$ cat src/rtl/vending_pkg.sv
// Shared state encoding, coin values and default timing for the change dispenser.
package vending_pkg;

   typedef enum logic [2:0] {
      S_IDLE,
      S_CHECK,
      S_VEND,
      S_PULSE,
      S_GAP,
      S_FIN,
      S_REJ
   } state_t;

   localparam logic [3:0]  MAX_AMOUNT       = 4'd9;
   localparam logic [3:0]  COIN1_VALUE      = 4'd1;
   localparam logic [3:0]  COIN2_VALUE      = 4'd2;
   localparam int unsigned DEF_PULSE_CYCLES = 4;
   localparam int unsigned DEF_GAP_CYCLES   = 2;
   localparam logic [3:0]  DEF_INV_INIT     = 4'd15;
   localparam int unsigned TIMER_W          = 8;

   function automatic logic [3:0] min4(input logic [3:0] a, input logic [3:0] b);
      return (a < b) ? a : b;
   endfunction

endpackage

$ cat src/rtl/pulse_timer.sv
// Loadable down-counter; o_tc flags the last cycle of a loaded phase.
module pulse_timer #(
   parameter int unsigned W = 8
) (
   input  logic         clk,
   input  logic         rst,
   input  logic         i_load,
   input  logic [W-1:0] i_value,
   output logic         o_tc
);

   logic [W-1:0] r_count;

   always_ff @(posedge clk) begin
      if (rst) begin
         r_count <= '0;
      end else if (i_load) begin
         r_count <= i_value;
      end else if (r_count != '0) begin
         r_count <= r_count - 1'b1;
      end
   end

   assign o_tc = (r_count == '0);

endmodule

$ cat src/rtl/change_dispense_ctrl.sv
// Change dispenser: optional item release, then 2-unit coins, then 1-unit coins,
// each actuator pulse followed by an idle gap.
module change_dispense_ctrl
   import vending_pkg::*;
#(
   parameter int unsigned PULSE_CYCLES = DEF_PULSE_CYCLES,
   parameter int unsigned GAP_CYCLES   = DEF_GAP_CYCLES,
   parameter logic [3:0]  INV_INIT     = DEF_INV_INIT
) (
   input  logic       clk,
   input  logic       rst,
   input  logic       req,
   input  logic [3:0] amount,
   input  logic       vend_req,
   input  logic       restock,
   output logic       busy,
   output logic       done,
   output logic       err,
   output logic       vend_out,
   output logic       chute1,
   output logic       chute2,
   output logic [3:0] inv1,
   output logic [3:0] inv2
);

   localparam logic [TIMER_W-1:0] PULSE_LOAD = TIMER_W'(PULSE_CYCLES - 1);
   localparam logic [TIMER_W-1:0] GAP_LOAD   = TIMER_W'(GAP_CYCLES - 1);

   state_t             r_state;
   state_t             w_state_next;
   logic [3:0]         r_amount;
   logic               r_vend;
   logic [3:0]         r_n1;
   logic [3:0]         r_n2;
   logic [3:0]         r_inv1;
   logic [3:0]         r_inv2;
   logic               r_done;
   logic               r_err;
   logic               r_vend_out;
   logic               r_chute1;
   logic               r_chute2;
   logic [3:0]         w_n2;
   logic [3:0]         w_n1;
   logic               w_reject;
   logic               w_sel2;
   logic               w_load;
   logic [TIMER_W-1:0] w_load_val;
   logic               w_tc;

   pulse_timer #(
      .W (TIMER_W)
   ) u_timer (
      .clk     (clk),
      .rst     (rst),
      .i_load  (w_load),
      .i_value (w_load_val),
      .o_tc    (w_tc)
   );

   // Prefer 2-unit coins, limited by stock; the remainder goes out as 1-unit coins.
   assign w_n2     = min4(r_inv2, r_amount / COIN2_VALUE);
   assign w_n1     = (r_amount - w_n2 * COIN2_VALUE) / COIN1_VALUE;
   assign w_reject = (r_amount > MAX_AMOUNT) || (w_n1 > r_inv1);

   always_comb begin
      w_state_next = r_state;
      w_load       = 1'b0;
      w_load_val   = PULSE_LOAD;
      w_sel2       = (r_n2 != 4'd0);
      case (r_state)
         S_IDLE: begin
            if (!restock && req) begin
               w_state_next = S_CHECK;
            end
         end
         S_CHECK: begin
            w_sel2 = (w_n2 != 4'd0);
            if (w_reject) begin
               w_state_next = S_REJ;
            end else if (r_vend) begin
               w_state_next = S_VEND;
               w_load       = 1'b1;
            end else if (r_amount != 4'd0) begin
               w_state_next = S_PULSE;
               w_load       = 1'b1;
            end else begin
               w_state_next = S_FIN;
            end
         end
         S_VEND, S_PULSE: begin
            if (w_tc) begin
               w_state_next = S_GAP;
               w_load       = 1'b1;
               w_load_val   = GAP_LOAD;
            end
         end
         S_GAP: begin
            if (w_tc) begin
               if ((r_n1 != 4'd0) || (r_n2 != 4'd0)) begin
                  w_state_next = S_PULSE;
                  w_load       = 1'b1;
               end else begin
                  w_state_next = S_FIN;
               end
            end
         end
         S_FIN, S_REJ: begin
            w_state_next = S_IDLE;
         end
         default: begin
            w_state_next = S_IDLE;
         end
      endcase
   end

   // Outputs are registered from the next state so they line up with it and never glitch.
   always_ff @(posedge clk) begin
      if (rst) begin
         r_state    <= S_IDLE;
         r_done     <= 1'b0;
         r_err      <= 1'b0;
         r_vend_out <= 1'b0;
         r_chute1   <= 1'b0;
         r_chute2   <= 1'b0;
      end else begin
         r_state    <= w_state_next;
         r_done     <= (w_state_next == S_FIN);
         r_err      <= (w_state_next == S_REJ);
         r_vend_out <= (w_state_next == S_VEND);
         r_chute2   <= (w_state_next == S_PULSE) && w_sel2;
         r_chute1   <= (w_state_next == S_PULSE) && !w_sel2;
      end
   end

   always_ff @(posedge clk) begin
      if (rst) begin
         r_amount <= 4'd0;
         r_vend   <= 1'b0;
         r_n1     <= 4'd0;
         r_n2     <= 4'd0;
         r_inv1   <= INV_INIT;
         r_inv2   <= INV_INIT;
      end else begin
         case (r_state)
            S_IDLE: begin
               if (restock) begin
                  r_inv1 <= INV_INIT;
                  r_inv2 <= INV_INIT;
               end else if (req) begin
                  r_amount <= amount;
                  r_vend   <= vend_req;
               end
            end
            S_CHECK: begin
               r_n2 <= w_n2;
               r_n1 <= w_n1;
            end
            S_PULSE: begin
               if (w_tc) begin
                  if (r_n2 != 4'd0) begin
                     r_n2 <= r_n2 - 4'd1;
                     if (r_inv2 != 4'd0) begin
                        r_inv2 <= r_inv2 - 4'd1;
                     end
                  end else if (r_n1 != 4'd0) begin
                     r_n1 <= r_n1 - 4'd1;
                     if (r_inv1 != 4'd0) begin
                        r_inv1 <= r_inv1 - 4'd1;
                     end
                  end
               end
            end
            default: begin
            end
         endcase
      end
   end

   assign busy     = (r_state != S_IDLE);
   assign done     = r_done;
   assign err      = r_err;
   assign vend_out = r_vend_out;
   assign chute1   = r_chute1;
   assign chute2   = r_chute2;
   assign inv1     = r_inv1;
   assign inv2     = r_inv2;

endmodule

$ cat config.mk
export PLATFORM = sky130hd
export DESIGN_NAME = change_dispense_ctrl
export DESIGN_NICKNAME = d
export VERILOG_FILES = /design/src/rtl/vending_pkg.sv /design/src/rtl/pulse_timer.sv /design/src/rtl/change_dispense_ctrl.sv
export SDC_FILE = /design/constraint.sdc
export NUM_CORES = 1
export LEC_CHECK = 0
export CORE_MARGIN = 5
export CORE_UTILIZATION = 50
export DETAILED_ROUTE_END_ITERATION = 8
export PLACE_DENSITY = 0.73
export SYNTH_ARGS = -nofsm -noshare
export SYNTH_HDL_FRONTEND = slang
export SYNTH_SLANG_ARGS = --single-unit
$ cat constraint.sdc
create_clock -name clk -period 5.15 [get_ports clk]
set_clock_uncertainty 0.15 [all_clocks]
set_input_delay 0.515 -clock clk [delete_from_list [all_inputs] [get_ports clk]]
set_output_delay 0.515 -clock clk [all_outputs]
set_load 0.01 [all_outputs]
# Word-level counts from Yosys, hierarchy flattened
# Index checks and enable logic that the tools add are counted.
[word_totals] output_inout_bits=14 input_bits=9 register_bits=37 wordCells=102
[classes] eq_ne=15 n_bitwise=1 n_reduce_logical=26 order_cmp=3 n_addsub=6 mux=38
[ops] op="4-bit 2-to-1 mux" count=14
[ops] op="4-bit one-hot mux with 2 select lines" count=4
[ops] op="4-bit nonzero test" count=6
[ops] op="3-bit 2-to-1 mux" count=7
[ops] op="8-bit 2-to-1 mux" count=2
[ops] op="4-bit by 1-bit subtractor with 4-bit output (second input constant)" count=4
[ops] op="3-bit by 2-bit equality test with 1-bit output (second input constant)" count=4
[ops] op="2-bit inequality test (second input constant)" count=6
[ops] op="3-bit one-hot mux with 4 select lines" count=1
[ops] op="3-bit equality test (second input constant)" count=3
[ops] op="8-bit logical NOT" count=1
[ops] op="8-bit nonzero test" count=1
[ops] op="8-bit by 1-bit subtractor with 8-bit output (second input constant)" count=1
[ops] op="1-bit 2-to-1 mux" count=7
[ops] op="3-bit AND reduction" count=2
[ops] op="6-bit AND reduction" count=1
[ops] op="2-bit nonzero test" count=3
[ops] op="5-bit AND reduction" count=1
[ops] op="4-bit > comparator" count=1
[ops] op="4-bit > comparator (second input constant)" count=1
[ops] op="4-bit by 3-bit < comparator with 1-bit output" count=1
[ops] op="2-bit 2-to-1 mux" count=2
[ops] op="4-bit AND reduction" count=1
[ops] op="4-bit subtractor" count=1
[ops] op="other kinds (10)" count=14

# Depth between registers and ports, before layout
# Gate-level depths: netlist (run 1).
[logic_depth] ltp_word=9 mapped_depth=17 mapped_depth_nobuf=17

# Cells and area by module
# Synthesis (run 1) repeated with hierarchy kept, for this count alone.
[hier_totals] hier_cells=270 area_unflattened_um2=2344.7
[modules_own_cells] module="change_dispense_ctrl" n_inst=1 seq_area_each_um2=580.6 area_per_inst_um2=1869.3 cells_each=217
[modules_own_cells] module="pulse_timer" n_inst=1 seq_area_each_um2=160.2 area_per_inst_um2=475.5 cells_each=53

# Worst setup path after synthesis (run 1)
# Ideal clock, no wire load.
[synth_timing] kind="register to register" from="reg r_inv2[2], in the netlist inv2[2]" to="reg r_vend_out, in the netlist vend_out" arrival_time_ns=3.543 slack_ns=1.340 n_path_buf=0 synth_period_minus_slack_ns=3.810 path_stages_with_launch=16 cell_sequence="dfxtp_1 -> ha_1 -> a211oi_1 -> o21ai_2 -> mux2i_1 -> ha_1 -> inv_1 -> ha_1 -> nor3_1 -> a21oi_1 -> o21a_1 -> ha_1 -> a2111oi_2 -> o211ai_1 -> o211a_2 -> and4b_1"
[synth_via] elab_chain_len=8
[synth_rtl] item="start: declaration" line="change_dispense_ctrl.sv:36" rtl="logic [3:0] r_inv2;"
[synth_rtl] item="start signal: assignment" line="change_dispense_ctrl.sv:163" rtl="r_inv2 <= r_inv2 - 4'd1;"
[synth_rtl] item="4-bit by 3-bit < comparator with 1-bit output" line="vending_pkg.sv:23" rtl="return (a < b) ? a : b;"
[synth_rtl] item="4-bit 2-to-1 mux (*)" line="vending_pkg.sv:23"
[synth_rtl] item="4-bit subtractor (*)" line="change_dispense_ctrl.sv:62" rtl="assign w_n1 = (r_amount - w_n2 * COIN2_VALUE) / COIN1_VALUE;"
[synth_rtl] item="4-bit > comparator (*)" line="change_dispense_ctrl.sv:63" rtl="assign w_reject = (r_amount > MAX_AMOUNT) || (w_n1 > r_inv1);"
[synth_rtl] item="1-bit logical OR (*)" line="change_dispense_ctrl.sv:63"
[synth_rtl] item="3-bit 2-to-1 mux (*)" line="change_dispense_ctrl.sv:78" rtl="if (w_reject) begin"
[synth_rtl] item="3-bit one-hot mux with 4 select lines (*)" line="change_dispense_ctrl.sv:70" rtl="case (r_state)"
[synth_rtl] item="3-bit by 2-bit equality test with 1-bit output (*)" line="change_dispense_ctrl.sv:129" rtl="r_vend_out <= (w_state_next == S_VEND);"
[synth_rtl] item="end signal: assignment" line="change_dispense_ctrl.sv:129"
[synth_rtl] item="end: declaration" line="change_dispense_ctrl.sv:39" rtl="logic r_vend_out;"
# Mark *: on every way between the ends. The rest lies on a longest branch, timed or not.
# A chain may end at the register's enable or synchronous reset.

# Worst setup path in the final report (run 1)
[layout_timing] from="reg r_amount[3]" to="reg u_timer.r_count[7]"
[layout_via] elab_chain_len=8 word_cells_on_any_way=13
[layout_rtl] item="start: declaration" line="change_dispense_ctrl.sv:31" rtl="logic [3:0] r_amount;"
[layout_rtl] item="start signal: assignment" line="change_dispense_ctrl.sv:150" rtl="r_amount <= amount;"
[layout_rtl] item="4-bit by 3-bit < comparator with 1-bit output" line="vending_pkg.sv:23"
[layout_rtl] item="4-bit 2-to-1 mux" line="vending_pkg.sv:23"
[layout_rtl] item="4-bit subtractor" line="change_dispense_ctrl.sv:62"
[layout_rtl] item="4-bit > comparator" line="change_dispense_ctrl.sv:63"
[layout_rtl] item="1-bit logical OR" line="change_dispense_ctrl.sv:63"
[layout_rtl] item="1-bit 2-to-1 mux (*)" line="change_dispense_ctrl.sv:78"
[layout_rtl] item="1-bit one-hot mux with 3 select lines (*)" line="change_dispense_ctrl.sv:70"
[layout_rtl] item="8-bit 2-to-1 mux or 2-bit nonzero test (tied branches)"
[layout_rtl] item="end signal: assignment" line="pulse_timer.sv:18" rtl="r_count <= i_value;"
[layout_rtl] item="end signal: assignment" line="pulse_timer.sv:20" rtl="r_count <= r_count - 1'b1;"
[layout_rtl] item="end: declaration" line="pulse_timer.sv:12" rtl="logic [W-1:0] r_count;"
# Marks and branches as above.

==> flow_metrics.tcl, run 1 <==
set metrics [dict create \
    syn_area_per_cell_sq_um 8.41 \
    post_drt_wl_per_cell_microns 14.7 \
    rsz0062_at_grt "false" \
    hold_viol_final 0 \
    synth_ff_type "dfxtp_1" \
    place_area_sq_um 2470 \
    die_y_microns 76.4 \
    cp_common_cell "ha_1" \
    crit_path_cell_trace "inv_1 > ha_1 > a211oi_1 > o21ai_2 > mux2i_1 > ha_1 > inv_1 > ha_1 > nor3_1 > a21oi_1 > o21a_1 > ha_1 > a2111oi_2 > o211ai_1 > o221ai_1 > nor2_1" \
    clk_path_buf_depth 2 \
    synth_area_sq_um 2200 \
    worst_path_dominant_cell_family "compound AO/OA/AOI/OAI gates" \
    clk_latency_ns 0.30 \
    power_density_nw_per_um2 419 \
    routed_wirelength_microns 4980 \
    finalNonFillerCells 339 \
    leakagePower_nw 1.06 \
    synth_async_sr_flop_share 0 \
    layout_common_cells "37 x dfxtp_1, 28 x nor2_1, 26 x inv_1" \
    clkTransAtPathRegs_ns 0.07 \
    drive_gt1_frac 0.0871 \
    synth_top_area_frac 0.336 \
    syn-instance-count 262 \
    port_buffers 22 \
    grt_overflow_total 0 \
    io-pin-count 23 \
    via_count 1954 \
    post-dp-hpwl_microns 3870 \
    end_kind "register" \
    path_buf_inv 2 \
    rows 24 \
    syn_nets 285 \
    crit_type "register to register" \
    ctsResizeCount 0 \
    cp-start-kind "register" \
    num_antenna_cells 0 \
    cts_tree "yes" \
    finalSetupTns_ns 0 \
    grt_usage 0.169 \
    final_common_cell "dfxtp_1" \
    die_x_microns 76.4 \
    ys_types 57 \
    grt_start_max_net_pins 18 \
    synth-seq-cells 37 \
    setup_viol 0 \
    worstHoldPathType "register to register" \
    numCtsBuffers 5 \
    slowest_stage "o221ai_1" \
    synth-edff-count 0 \
    dp.cells 331 \
    syn_to_final_growth_pct 15.9 \
    cts_setup_buffers 0 \
    vdd_ir_drop_max_v 0.000152 \
    setup_slack_ns 0.898 \
    start_util 0.510 \
    cts_max_level 2 \
    clock-sinks 37 \
    viasPerCell 5.76 \
    antenna_found_initial 0 \
    grt_pass1_wl_microns 8220 \
    yosys_warnings 0 \
    coreArea_sq_um 4320 \
    globalplace.congestion 0.921 \
    post-route-drc-count 0 \
    ys_seq_area_frac 0.336 \
    cap_violations 0 \
    slew_viol_final 0 \
    finalCriticalPeriod_ns 4.25 \
    dr.first_iter.drc_count 129 \
    design_area_sq_um 2560 \
    synth_top_area_cell "dfxtp_1" \
    grt_pass1_vias 1769 \
    slew_headroom 0.573 \
    path_max_fanout 9 \
    max_stage_delay_ns 0.48 \
    cts_hold_buf 0 \
    fin_crit_sh 0.826 \
    nNetsFinal 309 \
    root_buffer "clkbuf_8" \
    drt_pass1_iterations 4 \
    arrival_ns 4.27 \
    die_area_sq_um 5840 \
    critPathRequiredTime_ns 5.17 \
    pre_cts_ws_ns 0.967 \
    synth_area_leaders "dfxtp_1 34%, ha_1 7.9%, mux2i_1 5.0%, nor2_1 4.8%, inv_1 4.4%" \
    antenna_left 0 \
    max_freq_mhz 235 \
    worst_pin_slew_ns 0.639 \
    total_power_mw 1.07 \
    status "completed" \
]
-- power by group --
part | internal [mW] | switching, mW
sequential | 0.335 | 0.0594
clock | 0.0934 | 0.108
combinational | 0.211 | 0.263
total | 0.640 | 0.430
-- sequential cells by signal (all words and copies together), names as in the netlist --
name	cells
r_vend	1
err	1
chute1	1
chute2	1
u_timer.r_count	8
vend_out	1
r_n1	4
r_amount	4
inv1	4
r_state	3
done	1
r_n2	4
inv2	4
-- layout make-up --
cell class	instances	area [sq um]
inverter	26	97.6
multi-input combinational	194	1350
fill	390	1770
timing repair buffer	22	220
clock buffer	5	68.8
clock inverter	3	17.5
sequential	37	741
tap	52	65.1
-- metrics by stage --
stage	hold slack (ns)	utilization
floorplan	0.306	-
global placement	0.328	0.571
detailed placement	0.336	0.571
CTS	0.346	0.591
global route	0.383	0.591
finish	0.341	0.591
-- worst paths after layout --
| check | from | to | slack (ns) | cells after the start |
|---|---|---|---|---|
| setup / recovery | r_amount[3]$_SDFFE_PP0P_ | u_timer.r_count[7]$_SDFFE_PP0P_ | 0.90 | 16 |
| hold / removal | r_n1[0]$_SDFFE_PP0P_ | r_n1[0]$_SDFFE_PP0P_ | 0.34 | 2 |
| setup reg to reg | r_amount[3]$_SDFFE_PP0P_ | u_timer.r_count[7]$_SDFFE_PP0P_ | 0.90 | 16 |
| hold reg to reg | r_n1[0]$_SDFFE_PP0P_ | r_n1[0]$_SDFFE_PP0P_ | 0.34 | 2 |
-- worst min-delay path, stage by stage (launching register included) --
cell and delay, ns:
dfxtp_1 0.33, nand2_1 0.06, a21oi_1 0.05
-- synth_stat cells, drive strengths merged (2+ instances only) --
cell type,count
clkbuf,4
o211ai,4
o221ai,2
a21oi,16
a21o,3
o21ai,16
nor2b,5
nand3,5
nor2,28
xor2,2
o31ai,4
nor3,16
inv,26
or3b,3
ha,14
nand2,12
mux2i,11
dfxtp,37
o31a,2
nor3b,4
xnor2,5
a211oi,2
nand2b,2
o21a,2
nand3b,6
nand4,3
or4,2
or3,5
mux2,3
-- routing by layer --
| metal | vias to the layer above | wire (microns) | track usage |
|---|---|---|---|
| met2 | 53 | 2290 | 0.274 |
| li1 | 993 | - | - |
| met4 | 0 | 85 | 0.0559 |
| met3 | 9 | 262 | 0.0248 |
| met1 | 899 | 2340 | 0.227 |
| met5 | - | 0 | 0 |
-- cells by family after synthesis --
family / Yosys count / synth area share
AND/OR/NAND/NOR: 96 / 0.245
AO/OA/AOI/OAI: 63 / 0.194
flip-flops: 37 / 0.336
buffers and inverters: 31 / 0.0533
multiplexers: 14 / 0.0653
adder cells (fa/ha/maj): 14 / 0.0795
XOR/XNOR: 7 / 0.0278
(Power assumes the default switching activity.)
==> run 2: changes to the inputs <==
==> constraint.sdc (replaced) <==
create_clock -name clk -period 4.2 [get_ports clk]
set_clock_uncertainty 0.15 [all_clocks]
set_input_delay 0.42 -clock clk [delete_from_list [all_inputs] [get_ports clk]]
set_output_delay 0.42 -clock clk [all_outputs]
set_load 0.01 [all_outputs]
==> run 2 against run 1 <==
Die area stayed put. Via count is 0.10% lower. Critical endpoint is now vend_out$_SDFF_PP0_. Wire length is 1.9% lower. Clock power is 25% higher. Largest cell class unchanged. Total power is 23% higher. Cell count is 0.59% higher. Critical path depth stayed put. Flip-flop and latch count stayed put. Sequential share of layout area is 0.32 points lower. First-iteration DRC count is 56% higher. Worst hold slack better by 0.00091 ns. Combinational power is 23% higher. Largest power group unchanged.
==> flow_metrics.tcl, run 2 (synthesis gave the netlist of run 1 again) <==
set metrics [dict create \
    path_max_fanout 6 \
    critPathRequiredTime_ns 4.23 \
    crit_path_cell_trace "inv_1 > ha_1 > a211oi_1 > o21ai_2 > mux2i_1 > ha_1 > inv_1 > ha_1 > nor3_1 > a21oi_1 > o21a_1 > ha_1 > a2111oi_4 > o211ai_1 > o211a_2 > and4b_1" \
    power_density_nw_per_um2 509 \
    cap_violations 0 \
    leakagePower_nw 1.08 \
    clock-sinks 37 \
    hold_viol_final 0 \
    io-pin-count 23 \
    die_area_sq_um 5840 \
    finalSetupTns_ns 0 \
    drt_pass1_iterations 4 \
    worst_pin_slew_ns 0.526 \
    r2r_end "vend_out$_SDFF_PP0_" \
    grt_overflow_total 0 \
    design_area_sq_um 2590 \
    nNetsFinal 312 \
    hold-path-endpoint "r_n2[1]$_SDFFE_PP0P_" \
    dr.first_iter.drc_count 201 \
    globalplace.congestion 0.929 \
    die_y_microns 76.4 \
    hold_depth 2 \
    via_count 1952 \
    coreArea_sq_um 4320 \
    cts_tree "yes" \
    clk_path_buf_depth 2 \
    worstHoldPathType "register to register" \
    multi_input_area_sq_um 1360 \
    post_drt_wl_per_cell_microns 14.3 \
    drive_gt1_frac 0.0969 \
    grt_pass1_wl_microns 8060 \
    post-route-drc-count 0 \
    port_buffers 22 \
    place_area_sq_um 2490 \
    grt_usage 0.167 \
    die_x_microns 76.4 \
    r2r_cells 16 \
    cts_hold_buf 0 \
    numCtsBuffers 5 \
    rsz0062_at_grt "false" \
    slew_viol_final 0 \
    largest_reg_flops 8 \
    arrival_ns 3.95 \
    antenna_left 0 \
    clkTransAtPathRegs_ns 0.07 \
    final_common_cell "dfxtp_1" \
    grt_pass1_vias 1733 \
    max_stage_delay_ns 0.38 \
    num_antenna_cells 0 \
    path_buf_inv 2 \
    clk_latency_ns 0.29 \
    routed_wirelength_microns 4890 \
    rows 24 \
    r2r_slack_ns 0.29 \
    antenna_found_initial 0 \
    worst_path_dominant_cell_family "compound AO/OA/AOI/OAI gates" \
    status "completed" \
    finalCriticalPeriod_ns 3.91 \
    start_util 0.510 \
    largest-register "u_timer.r_count" \
    end_kind "register" \
    max_freq_mhz 256 \
    root_buffer "clkbuf_8" \
    r2r_start "r_amount[3]$_SDFFE_PP0P_" \
    cp-start-kind "register" \
    crit_type "register to register" \
    vdd_ir_drop_max_v 0.000210 \
    grt_start_max_net_pins 18 \
    slowest_stage "a2111oi_4" \
    slew_headroom 0.650 \
    nFillCells 422 \
    viasPerCell 5.72 \
    syn_to_final_growth_pct 17.7 \
    cts_max_level 2 \
    post-dp-hpwl_microns 3740 \
    cp_common_cell "ha_1" \
    worstHoldStart "r_n2[1]$_SDFFE_PP0P_" \
    setup_viol 0 \
    seq_area_sq_um 743 \
    layout_common_cells "35 x dfxtp_1, 28 x nor2_1, 26 x inv_1" \
    fin_crit_sh 0.932 \
]
run 2: through the flow:
| step | power [mW] | utilization | instances | hold slack (ns) | worst slack [ns] |
|---|---|---|---|---|---|
| after global routing | 1.42 | 0.600 | 341 | 0.391 | 0.00986 |
| final | 1.32 | 0.600 | 341 | 0.342 | 0.286 |
| after floorplan | 0.921 | - | 262 | 0.306 | 0.390 |
| after global placement | 1.06 | 0.576 | 334 | 0.332 | 0.342 |
| after detailed placement | 1.07 | 0.576 | 334 | 0.341 | 0.217 |
| after CTS | 1.32 | 0.596 | 341 | 0.351 | 0.182 |
run 2: final cells by class:
class | count | share of cell area
clock buffer | 7 | 0.0333
inverter | 26 | 0.0376
multi-input combinational | 194 | 0.524
sequential | 37 | 0.287
tap | 52 | 0.0251
timing repair buffer | 25 | 0.0936
run 2: how the worst max path moves through the flow:
stage	endpoint	start	slack, ns	cells after the start
2_1_floorplan	vend_out$_SDFF_PP0_	inv2[2]$_SDFFE_PP1P_	0.39	15
3_3_place_gp	vend_out$_SDFF_PP0_	r_amount[3]$_SDFFE_PP0P_	0.34	16
3_5_place_dp	vend_out$_SDFF_PP0_	r_amount[3]$_SDFFE_PP0P_	0.22	16
4_1_cts	vend_out$_SDFF_PP0_	r_amount[3]$_SDFFE_PP0P_	0.18	16
5_1_grt	u_timer.r_count[1]$_SDFFE_PP0P_	r_amount[3]$_SDFFE_PP0P_	0.01	16
6_report	vend_out$_SDFF_PP0_	r_amount[3]$_SDFFE_PP0P_	0.29	16
run 2: power breakdown:
group / internal, mW / leakage (nW) / switching, mW
clock network: 0.130 / 0.0443 / 0.121
registers: 0.412 / 0.301 / 0.0737
logic: 0.262 / 0.734 / 0.322
run 2: layer usage:
layer | global-route usage | routed length, microns | vias to the layer above
met5 | 0 | 0 | -
met4 | 0.0559 | 99 | 0
met3 | 0.0378 | 250 | 10
met2 | 0.257 | 2160 | 55
met1 | 0.229 | 2370 | 894
li1 | - | - | 993
run 2: repair_timing:
item                       in CTS  in global routing
setup endpoints to repair       0                 12
resized for setup               0                  4
setup buffers                   0                  0
run 2: tightest hold or removal path, stage by stage (launching register included):
cell and delay [ns]:
dfxtp_1 0.32, nand3_1 0.06, o31ai_1 0.06
==> run 3: changes to the inputs <==
--- a/config.mk
+++ b/config.mk
@@ -6,9 +6,9 @@
 export NUM_CORES = 1
 export LEC_CHECK = 0
 export CORE_MARGIN = 5
-export CORE_UTILIZATION = 50
+export CORE_UTILIZATION = 45
 export DETAILED_ROUTE_END_ITERATION = 8
-export PLACE_DENSITY = 0.73
+export PLACE_DENSITY = 0.67
 export SYNTH_ARGS = -nofsm -noshare
 export SYNTH_HDL_FRONTEND = slang
 export SYNTH_SLANG_ARGS = --single-unit
==> constraint.sdc (replaced) <==
create_clock -name clk -period 4.2 [get_ports clk]
set_clock_uncertainty 0.15 [all_clocks]
set_input_delay 0.42 -clock clk [delete_from_list [all_inputs] [get_ports clk]]
set_output_delay 0.42 -clock clk [all_outputs]
set_load 0.005 [all_outputs]
==> run 3 against run 2 <==
Sequential share of layout area shrank 0.70 points. Critical endpoint unchanged. Via count grew 3.9%. Count of clock-buffer cells in the layout is the same. Largest cell class unchanged. Worst setup slack lost 0.022 ns. Register-to-register slack lost 0.02 ns. Global-route usage grew 0.58 points. Highest routed layer unchanged.
==> flow_metrics.tcl, run 3 (synthesis gave the netlist of run 1 again) <==
set metrics [dict create \
    grt_pass1_wl_microns 8510 \
    layout_common_cells "36 x dfxtp_1, 28 x nor2_1, 26 x inv_1" \
    cts_tree "yes" \
    finalCriticalPeriod_ns 3.94 \
    slew_headroom 0.628 \
    cp-start-kind "register" \
    num_antenna_cells 0 \
    power_density_nw_per_um2 522 \
    start_util 0.464 \
    seq_area_sq_um 742 \
    crit_type "register to register" \
    grt_pass1_vias 1788 \
    path_max_fanout 6 \
    syn_to_final_growth_pct 20.4 \
    globalplace.congestion 0.878 \
    max_freq_mhz 254 \
    dr.first_iter.drc_count 220 \
    die_area_sq_um 6400 \
    clkTransAtPathRegs_ns 0.07 \
    arrival_ns 3.97 \
    final_common_cell "dfxtp_1" \
    status "completed" \
    setup_viol 0 \
    routed_wirelength_microns 5190 \
    critPathRequiredTime_ns 4.24 \
    slew_viol_final 0 \
    grt_start_max_net_pins 18 \
    worstHoldPathType "register to register" \
    largest-register "u_timer.r_count" \
    fin_crit_sh 0.937 \
    io-pin-count 23 \
    die_x_microns 80.0 \
    nNetsFinal 313 \
    hold_viol_final 0 \
    post-route-drc-count 0 \
    via_count 2029 \
    multi_input_area_sq_um 1360 \
    vdd_ir_drop_max_v 0.000200 \
    port_buffers 22 \
    met3_usage 0.0429 \
    grt_usage 0.173 \
    worst_pin_slew_ns 0.558 \
    crit_path_start "r_amount[3]$_SDFFE_PP0P_" \
    clk_path_buf_depth 2 \
    cap_violations 0 \
    holdWs_ns 0.353 \
    largest_reg_flops 8 \
    clk_latency_ns 0.29 \
    nFillCells 460 \
    drive_gt1_frac 0.103 \
    clock-sinks 37 \
    root_buffer "clkbuf_8" \
    post_drt_wl_per_cell_microns 14.5 \
    antenna_left 0 \
    grtUsageMet2 0.272 \
    use_met1 0.226 \
    leakagePower_nw 1.10 \
    numCtsBuffers 5 \
    place_area_sq_um 2520 \
    rows 25 \
    grt_busiest_layer "met2" \
    worstHoldStart "r_n2[1]$_SDFFE_PP0P_" \
    rsz0062_at_grt "false" \
    grt_overflow_total 0 \
    die_y_microns 80.0 \
    design_area_sq_um 2650 \
    drt_pass1_iterations 4 \
    end_kind "register" \
    viasPerCell 5.67 \
    finalSetupTns_ns 0 \
    coreArea_sq_um 4750 \
    post-dp-hpwl_microns 3850 \
    r2r_slack_ns 0.26 \
    antenna_found_initial 0 \
    cts_max_level 2 \
    r2r_start "r_amount[3]$_SDFFE_PP0P_" \
]
-- run 3: cell types whose count changed in the layout (fill, tap and decap cells not counted) --
cell / before / now
bufinv_16: 0 / 1
buf_4: 3 / 4
a211oi_1: 2 / 1
dfxtp_1: 35 / 36
a211oi_2: 0 / 1
dfxtp_2: 2 / 1
-- run 3: critical path: stages (launching register included) --
cell and delay [ns]:
dfxtp_2 0.37, inv_1 0.05, ha_1 0.31, a211oi_2 0.26, o21ai_2 0.10, mux2i_1 0.21
ha_1 0.18, inv_1 0.04, ha_1 0.20, nor3_1 0.19, a21oi_1 0.07, o21a_1 0.18
ha_1 0.33, a2111oi_4 0.44, o211ai_1 0.21, o211a_2 0.33, and4b_1 0.21
-- run 3: layout make-up --
class | instances | area share
Sequential cell | 37 | 0.280
Timing Repair Buffer | 26 | 0.0943
Clock buffer | 7 | 0.0325
Inverter | 26 | 0.0368
Multi-Input combinational cell | 194 | 0.514
Tap cell | 67 | 0.0316
Clock inverter | 1 | 0.0113
-- run 3: path summary, 6_finish.rpt --
kind | to | cells after the start
setup / recovery | vend_out$_SDFF_PP0_ | 16
hold / removal | r_n2[1]$_SDFFE_PP0P_ | 2
hold reg to reg | r_n2[1]$_SDFFE_PP0P_ | 2
setup reg to reg | vend_out$_SDFF_PP0_ | 16
-- run 3: stage by stage --
step,setup slack (ns),power (mW),util,std cells
final,0.265,1.38,0.558,358
after global routing,0.00284,1.50,0.558,358
after CTS,0.196,1.39,0.554,358
after detailed placement,0.228,1.06,0.530,350
after global placement,0.331,1.06,0.530,350
after floorplan,0.434,0.916,-,262
-- run 3: timing repair --
action                     CTS  global route
hold buffers                 0             0
setup buffers                0             0
setup endpoints to repair    0            16
resized for setup            0             4
-- run 3: report_power, final --
part	internal (mW)	switching (mW)	leakage [nW]
sequential	0.411	0.0742	0.302
combinational	0.262	0.316	0.738
clock	0.194	0.127	0.0585
-- run 3: metal layers --
| metal | vias to the layer above | wire, microns |
|---|---|---|
| met5 | - | 0 |
| met4 | 0 | 99 |
| met3 | 10 | 282 |
| met2 | 67 | 2370 |
| met1 | 949 | 2440 |
| li1 | 1003 | - |
